**src/rtl/mmio_port_bank.sv**
```systemverilog
`default_nettype none
// ============================================================================
// Module   : mmio_port_bank
// Brief    : Memory-mapped GPIO bank with per-bit direction, input
//            synchronisers and optional change-event capture with irq.
//            Optional feature macro: MMIO_PORT_EVENT_EN (EVENT/MASK/irq).
// Revision : 1.0
// ============================================================================
module mmio_port_bank #(
    parameter int          NUM_PORTS    = 8,
    parameter int          PORT_WIDTH   = 32,
    parameter logic [31:0] BASE_ADDRESS = 32'hFFFFFF00,
    parameter int          SYNC_STAGES  = 2
) (
    input  logic                             clock,
    input  logic                             reset,
    input  logic [31:0]                      address,
    input  logic [31:0]                      writeData,
    input  logic [3:0]                       byteEnable,
    input  logic                             writeEnable,
    input  logic                             readEnable,
    output logic                             hit,
    output logic [31:0]                      readData,
    output logic                             readValid,
    input  logic [NUM_PORTS*PORT_WIDTH-1:0]  portInputs,
    output logic [NUM_PORTS*PORT_WIDTH-1:0]  portOutputs,
    output logic [NUM_PORTS*PORT_WIDTH-1:0]  portDirections,
    output logic                             irq
);
    localparam int          c_busWidth   = NUM_PORTS * PORT_WIDTH;
    localparam logic [31:0] c_portSpan   = 32'(16 * NUM_PORTS);
    localparam logic [31:0] c_windowSpan = 32'(16 * NUM_PORTS + 4);

    function automatic logic [31:0] byteSwap(input logic [31:0] v);
        return {v[7:0], v[15:8], v[23:16], v[31:24]};
    endfunction

    logic [NUM_PORTS-1:0][PORT_WIDTH-1:0] r_out;
    logic [NUM_PORTS-1:0][PORT_WIDTH-1:0] r_dir;
    logic [c_busWidth-1:0]                r_sync [SYNC_STAGES];
    logic [NUM_PORTS-1:0][PORT_WIDTH-1:0] w_in;
    logic [NUM_PORTS-1:0][PORT_WIDTH-1:0] w_eventView;
    logic [NUM_PORTS-1:0]                 w_maskView;
    logic [31:0] w_offset, w_wrValue, w_laneMask, w_rdValue;
    logic [31:0] r_readData;
    logic        r_readValid;
    logic [4:0]  w_port;
    logic [1:0]  w_reg;
    logic        w_inPorts, w_isMask, w_aligned, w_wrStrobe;

    assign w_offset   = address - BASE_ADDRESS;
    assign hit        = (address >= BASE_ADDRESS) && (w_offset < c_windowSpan);
    assign w_inPorts  = hit && (w_offset < c_portSpan);
    assign w_isMask   = hit && !w_inPorts;
    assign w_aligned  = (address[1:0] == 2'b00);
    assign w_port     = w_offset[8:4];
    assign w_reg      = w_offset[3:2];
    assign w_wrStrobe = writeEnable && hit && w_aligned;
    assign w_wrValue  = byteSwap(writeData);
    // Enable bit j selects register byte j once the bus swap is undone.
    assign w_laneMask = {{8{byteEnable[3]}}, {8{byteEnable[2]}},
                         {8{byteEnable[1]}}, {8{byteEnable[0]}}};
    assign w_in       = r_sync[SYNC_STAGES-1];

    assign portOutputs    = r_out;
    assign portDirections = r_dir;
    assign readData       = r_readData;
    assign readValid      = r_readValid;

    always_ff @(posedge clock or negedge reset) begin
        if (!reset) begin
            for (int s = 0; s < SYNC_STAGES; s++) r_sync[s] <= '0;
        end else begin
            r_sync[0] <= portInputs;
            for (int s = 1; s < SYNC_STAGES; s++) r_sync[s] <= r_sync[s-1];
        end
    end

    always_ff @(posedge clock or negedge reset) begin
        if (!reset) begin
            r_out <= '0;
            r_dir <= '0;
        end else begin
            for (int i = 0; i < NUM_PORTS; i++) begin
                if (w_wrStrobe && w_inPorts && (w_port == i[4:0])) begin
                    if (w_reg == 2'd1)
                        r_out[i] <= (r_out[i] & ~w_laneMask[PORT_WIDTH-1:0])
                                  | (w_wrValue[PORT_WIDTH-1:0] & w_laneMask[PORT_WIDTH-1:0]);
                    if (w_reg == 2'd2)
                        r_dir[i] <= (r_dir[i] & ~w_laneMask[PORT_WIDTH-1:0])
                                  | (w_wrValue[PORT_WIDTH-1:0] & w_laneMask[PORT_WIDTH-1:0]);
                end
            end
        end
    end

`ifdef MMIO_PORT_EVENT_EN
    localparam logic [2:0] c_settleDone = 3'(SYNC_STAGES + 1);

    logic [2:0]                           r_settle;
    logic [NUM_PORTS-1:0][PORT_WIDTH-1:0] r_prev, r_event, w_evSet, w_evClr;
    logic [NUM_PORTS-1:0]                 r_mask, w_evAny;
    logic                                 r_irq;

    always_comb begin
        w_evSet = '0;
        w_evClr = '0;
        w_evAny = '0;
        for (int i = 0; i < NUM_PORTS; i++) begin
            // Edges seen while the synchronisers are still filling are not real.
            if (r_settle == c_settleDone)
                w_evSet[i] = (w_in[i] ^ r_prev[i]) & ~r_dir[i];
            if (w_wrStrobe && w_inPorts && (w_port == i[4:0]) && (w_reg == 2'd3))
                w_evClr[i] = w_wrValue[PORT_WIDTH-1:0] & w_laneMask[PORT_WIDTH-1:0];
            w_evAny[i] = |r_event[i];
        end
    end

    always_ff @(posedge clock or negedge reset) begin
        if (!reset) begin
            r_settle <= '0;
            r_prev   <= '0;
            r_event  <= '0;
            r_mask   <= '0;
            r_irq    <= 1'b0;
        end else begin
            if (r_settle != c_settleDone) r_settle <= r_settle + 3'd1;
            r_prev  <= w_in;
            r_event <= (r_event & ~w_evClr) | w_evSet;
            if (w_wrStrobe && w_isMask)
                r_mask <= (r_mask & ~w_laneMask[NUM_PORTS-1:0])
                        | (w_wrValue[NUM_PORTS-1:0] & w_laneMask[NUM_PORTS-1:0]);
            r_irq <= |(r_mask & w_evAny);
        end
    end

    assign w_eventView = r_event;
    assign w_maskView  = r_mask;
    assign irq         = r_irq;
`else
    assign w_eventView = '0;
    assign w_maskView  = '0;
    assign irq         = 1'b0;
`endif

    always_comb begin
        w_rdValue = '0;
        for (int i = 0; i < NUM_PORTS; i++) begin
            if (w_inPorts && (w_port == i[4:0])) begin
                case (w_reg)
                    2'd0:    w_rdValue = 32'(w_in[i]);
                    2'd1:    w_rdValue = 32'(r_out[i]);
                    2'd2:    w_rdValue = 32'(r_dir[i]);
                    default: w_rdValue = 32'(w_eventView[i]);
                endcase
            end
        end
        if (w_isMask) w_rdValue = 32'(w_maskView);
    end

    always_ff @(posedge clock or negedge reset) begin
        if (!reset) begin
            r_readData  <= '0;
            r_readValid <= 1'b0;
        end else begin
            r_readValid <= readEnable && hit;
            if (readEnable && hit)
                r_readData <= w_aligned ? byteSwap(w_rdValue) : 32'd0;
        end
    end

endmodule
`default_nettype wire
```
**config.mk**
```make
export PLATFORM = sky130hd
export DESIGN_NAME = mmio_port_bank
export DESIGN_NICKNAME = d
export VERILOG_FILES = /design/src/rtl/mmio_port_bank.sv
export SDC_FILE = /design/constraint.sdc
export NUM_CORES = 2
export LEC_CHECK = 0
export ABC_AREA = 1
export CORE_AREA = 2 2 344 346
export CTS_CLUSTER_SIZE = 12
export DETAILED_ROUTE_END_ITERATION = 10
export DIE_AREA = 0 0 346 348
export SLEW_MARGIN = 25
export SYNTH_ARGS = -nofsm -noshare
export SYNTH_HDL_FRONTEND = slang
export SYNTH_SLANG_ARGS = --single-unit
```
**constraint.sdc**
```tcl
create_clock -name clock -period 1.6 [get_ports clock]
set_input_delay 0.32 -clock clock [delete_from_list [all_inputs] [get_ports clock]]
set_output_delay 0.32 -clock clock [all_outputs]
set_load 0.01 [all_outputs]
```
-- Word-level counts from Yosys, hierarchy flattened
Cells that the tools add are included.
- input bits: 328
- output and inout port bits: 547
- register bits after elaboration: 1057
- logic and storage cells: 128
- add/sub/neg operators: 1
- $lt $le $gt $ge: 3
- multiplexer cells: 18
- bitwise logic cells: 34
- equal/unequal tests: 9
- reductions and logical operators: 43
- operators with widths (kind ; count):
    $pmux 32 s3 ; 8
    $and 32x32->32 ; 17
    $or 32x32->32 ; 16
    $mux 32 ; 10
    $lt 32x8->1 const B ; 2
    $ge 32x32->1 const B ; 1
    $not 32->32 ; 1
    $reduce_and 2->1 ; 16
    $sub 32x32->32 const B ; 1
    $logic_and 1x1->1 ; 23
    $eq 5x3->1 const B ; 4
    $eq 5x2->1 const B ; 2
    $eq 5x1->1 const B ; 1
    $logic_not 5->1 ; 1
    $logic_not 2->1 ; 2
    $eq 2x1->1 const B ; 1
    $eq 2x2->1 const B ; 1
    $logic_not 1->1 ; 1

-- Depth between registers and ports, before layout
- word-level depth: 15
- mapped depth: 15

-- Worst setup path before layout
Ideal clock, no wire load.
- path kind: in2reg
- from: in address[3]
- to: reg (tool-made name)
- slack: -794 ps
- cell stages on the path: 13
- arrival time: 2275 ps
- data required time: 1480 ps
- cell sequence: nor2_1 -> nand3_1 -> nand2_1 -> nand2_1 -> nor3_2 -> nand2_1 -> inv_2 -> nand3_4 -> nor2_1 -> nand3_1 -> clkbuf_1 -> o21ai_0 -> inv_1
- RTL lines (what ; line ; text):
    from (decl) ; 17 ; input logic [31:0] address,

-- Final worst setup path
- from: in address[18]
- to: out hit
- cells in the longest elaborated chain, start to end: 3
- ends and longest elaborated chain (what ; line ; text):
    $sub 32x32->32 ; 51 ; assign w_offset = address - BASE_ADDRESS;
    $lt 32x8->1 ; 52 ; assign hit = (address >= BASE_ADDRESS) && (w_offset < c_windowSpan);
    $logic_and 1x1->1 (*) ; 52 ;
    to (decl) ; 22 ; output logic hit,
Every way passes the cells marked *; elsewhere a longest branch is shown, timed or not.

==> run summary <==
======================================================================================================
Result of the run                                                                         complete, but fails checks
Violations in the final reports                                                           negative setup slack
Sequential area share after synthesis                                                            62.9%
Synthesis warning total                                                                              0
Post-detailed-route via-to-cell ratio                                                             5.10
Worst setup slack after layout                                                                 -443 ps
Endpoint required time on the critical path                                                    1280 ps
Number of antenna violations at the first check in global routing                                   35
Drc violations                                                                                       0
Critical path capture point type                                                          primary output
Clock buffer count from CTS                                                                        113
Average wire per cell in the routed design                                                     25.0 um
Largest cells by area after synthesis                                                     sky130_fd_sc_hd__dfrtp_1, sky130_fd_sc_hd__inv_1, sky130_fd_sc_hd__nand2_1
Max capacitance violation total                                                                      0
Total die area                                                                             120000 um^2
Half-perimeter wire length of the detailed placement result                                  133000 um
Count of nets left with antenna violations after detail routing                                      0
Post-layout power                                                                              58.1 mW
Number of placed I/O pins                                                                          875
Cells along the critical path                                                             buf_6 > buf_6 > nand4_1 > buf_4 > nor4_4 > xor2_1 > inv_1 > nand4_1 > inv_1 > buf_6
Clk sinks                                                                                         1057
Final standard cell area without fillers                                                    62600 um^2
Number of global-route vias before repair                                                        36851
Achievable frequency                                                                           490 MHz
Cell at the root of the clock tree                                                        sky130_fd_sc_hd__clkbuf_16
Class of the tightest hold or removal check                                               input port to flop
Setup CP Type                                                                             input port to primary output
Number of buffers added on ports                                                                   873
Overflow left after global routing                                                                   0
Syn Area/Cell                                                                                9.28 um^2
Final Max Tran Viols                                                                                 0
Unrepaired setup endpoints after global routing                                                   true
Most common cell on crit path                                                             sky130_fd_sc_hd__buf_6
Endpoints failing setup                                                                           1000
Synthesized netlist cell count                                                                    4528
Htree depth                                                                                          3
Vert. Die Dim                                                                                   348 um
Share of synthesized registers carrying an async set or reset                                     100%
Post-synthesis cell type count                                                                      22
Maximum fanout along the worst path                                                                  3
Most repeated cell in the gate-level netlist after synthesis                              sky130_fd_sc_hd__dfrtp_1
Placed Instance Area                                                                        55900 um^2
Shortest period the worst path allows                                                          2040 ps
Core region area                                                                           117000 um^2
Synth Net Count                                                                                   4856
Register-to-register setup slack                                                               -120 ps
Starting utilization of the core area                                                            35.9%
Post-synth top area cell                                                                  sky130_fd_sc_hd__dfrtp_1
Number of failing hold endpoints at the final stage                                                  0
Count of placed standard cells in the final layout, fillers left out                              7411
Vias after detailed routing                                                                      37766
Clock transition at the register clock pins on the worst setup and hold paths after CTS          60 ps
Die width                                                                                       346 um
Slew headroom                                                                                    63.0%
Flop and latch count out of synthesis                                                             1057
Clk Latency, worst-skew pair                                                                    720 ps
Max Clock Skew                                                                                 43.2 ps
Number of rows in the core area                                                                    126
Number of iterations in the first detailed-routing pass                                              6
Maximum number of pins on one net before global-route repair                                        95
Tcrit/Tclk final                                                                                  128%
Weighted congestion reported at the end of routability-driven placement                          0.924
Clock tree from TritonCTS                                                                        built
Dominant register cell in the synthesized netlist                                         sky130_fd_sc_hd__dfrtp_1
Post-synth top area share                                                                        62.9%
Data arrival time of the critical path                                                         1720 ps
Static Leakage                                                                                 28.3 nW
Cell count after placement                                                                        7043
Area added between synthesis and finish                                                          49.0%
Count of nets after finishing                                                                     6090
Number of DRC markers after the initial detailed-route iteration                                  3113
Total Routing Usage GR                                                                           29.4%
Most instantiated cells after synthesis                                                   sky130_fd_sc_hd__dfrtp_1, sky130_fd_sc_hd__inv_1, sky130_fd_sc_hd__nand2_1
Filler Cell Count                                                                                10594
Category of the worst setup path launch point                                               input port
EDFF count, synth                                                                                    0
Worst slew pin tran                                                                             555 ps
Worst stage delay on the critical path                                                          290 ps
First-pass GRT wire length                                                                   257000 um
Synth Cell Area                                                                             42000 um^2
Longest Clk Path Bufs                                                                                3
Layout cells sized above 1                                                                       19.9%
Aggregate routed wire length                                                                 185000 um
Peak ir drop on the vdd network                                                               0.882 mV
Power density normalized to cell area                                                      929 nW/um^2
Critical-path cell with the highest stage delay                                           sky130_fd_sc_hd__nor4_4
======================================================================================================
==> critical path, delay by kind of cell <==
kind                      cells  cell delay (ps)
and+or+nand+nor               3              580
xor gates and xnor gates      1              220
buffers and inverters         6              600
==> cells in the final DEF, fill, tap and decap left out, drive strengths merged <==
master,instances
dfrtp,1057
inv,1054
nand2,956
o21ai,577
buf,510
dlygate4sd2,417
clkdlybuf4s50,335
o221ai,223
clkbuf,223
nand3,107
nand4,102
nor2,92
dlygate4sd3,46
a21oi,34
o22ai,33
o21bai,32
diode,26
clkinv,24
nor3,8
bufinv,6
nor4,5
clkdlybuf4s15,3
xor2,2
conb,1
clkinvlp,1
bufbuf,1
==> metrics by stage <==
step | hold slack (ps) | utilization [%] | TNS, ps | worst slack (ps)
after floorplan | 24.4 | - | -320500 | -613
after global placement | 310 | 47.8 | -817730 | -1770
after detailed placement | 309 | 47.8 | -818180 | -1720
after CTS | 0.0511 | 51.8 | -258420 | -398
after global routing | 17.1 | 53.5 | -282140 | -545
final | 50.8 | 53.5 | -221020 | -443
==> final timing paths <==
kind | cells past startpoint | startpoint | to
max in group asynchronous | 4 | reset | async pin
min in group asynchronous | 3 | reset | w_in[167]
hold / removal | 1 | portInputs[236] | r_sync[492]
setup / recovery | 10 | address[18] | hit
setup reg to reg | 8 | flop | readData[27]
hold reg to reg | 0 | r_sync[262] | w_in[6]
==> final cells by class <==
| cell class | count | area, um^2 | area share [%] |
|---|---|---|---|
| Sequential cell | 1057 | 26500 | 42.3 |
| Timing Repair Buffer | 1367 | 13800 | 22.0 |
| Multi-Input combinational cell | 2172 | 12700 | 20.2 |
| Inverter | 1051 | 3950 | 6.31 |
| Clock buffer | 168 | 3330 | 5.31 |
| Tap cell | 1536 | 1920 | 3.07 |
| Clock inverter | 34 | 422 | 0.673 |
| Antenna cell | 26 | 65.1 | 0.104 |
==> repair_timing <==
item,in CTS,in global routing
pin swaps,37,62
hold endpoints to repair,980,0
gates cloned,6,24
endpoints found under the setup margin,1091,1087
setup buffers,56,18
hold buffers,46,0
gates resized for setup,846,917
==> kinds of logic (layout without fill, tap and decap cells) <==
group	Yosys count	count (layout)	synth area share [%]
other	1	27	0.00892
xor gates and xnor gates	2	2	0.0417
buffers and inverters	1299	2620	11.6
AOI/OAI and AO/OA	899	899	13.0
and+or+nand+nor	1270	1270	12.4
DFF	1057	1057	62.9
==> report_power, final <==
group / total, mW / switching (mW) / internal (mW) / leakage, nW
Combinational: 3.92 / 2.29 / 1.62 / 15.6
Sequential: 27.6 / 0.215 / 27.4 / 10.9
Clock: 26.6 / 11.3 / 15.3 / 1.85
==> metal layers <==
| layer | track usage (%) | vias up | share of wire [%] |
|---|---|---|---|
| met2 | 47.6 | 1753 | 47 |
| met3 | 7.01 | 450 | 8.0 |
| li1 | - | 16815 | - |
| met5 | 0 | - | 0.078 |
| met4 | 16.5 | 22 | 6.1 |
| met1 | 36.2 | 18726 | 39 |
Note: power is estimated with default switching activity, not from simulation.
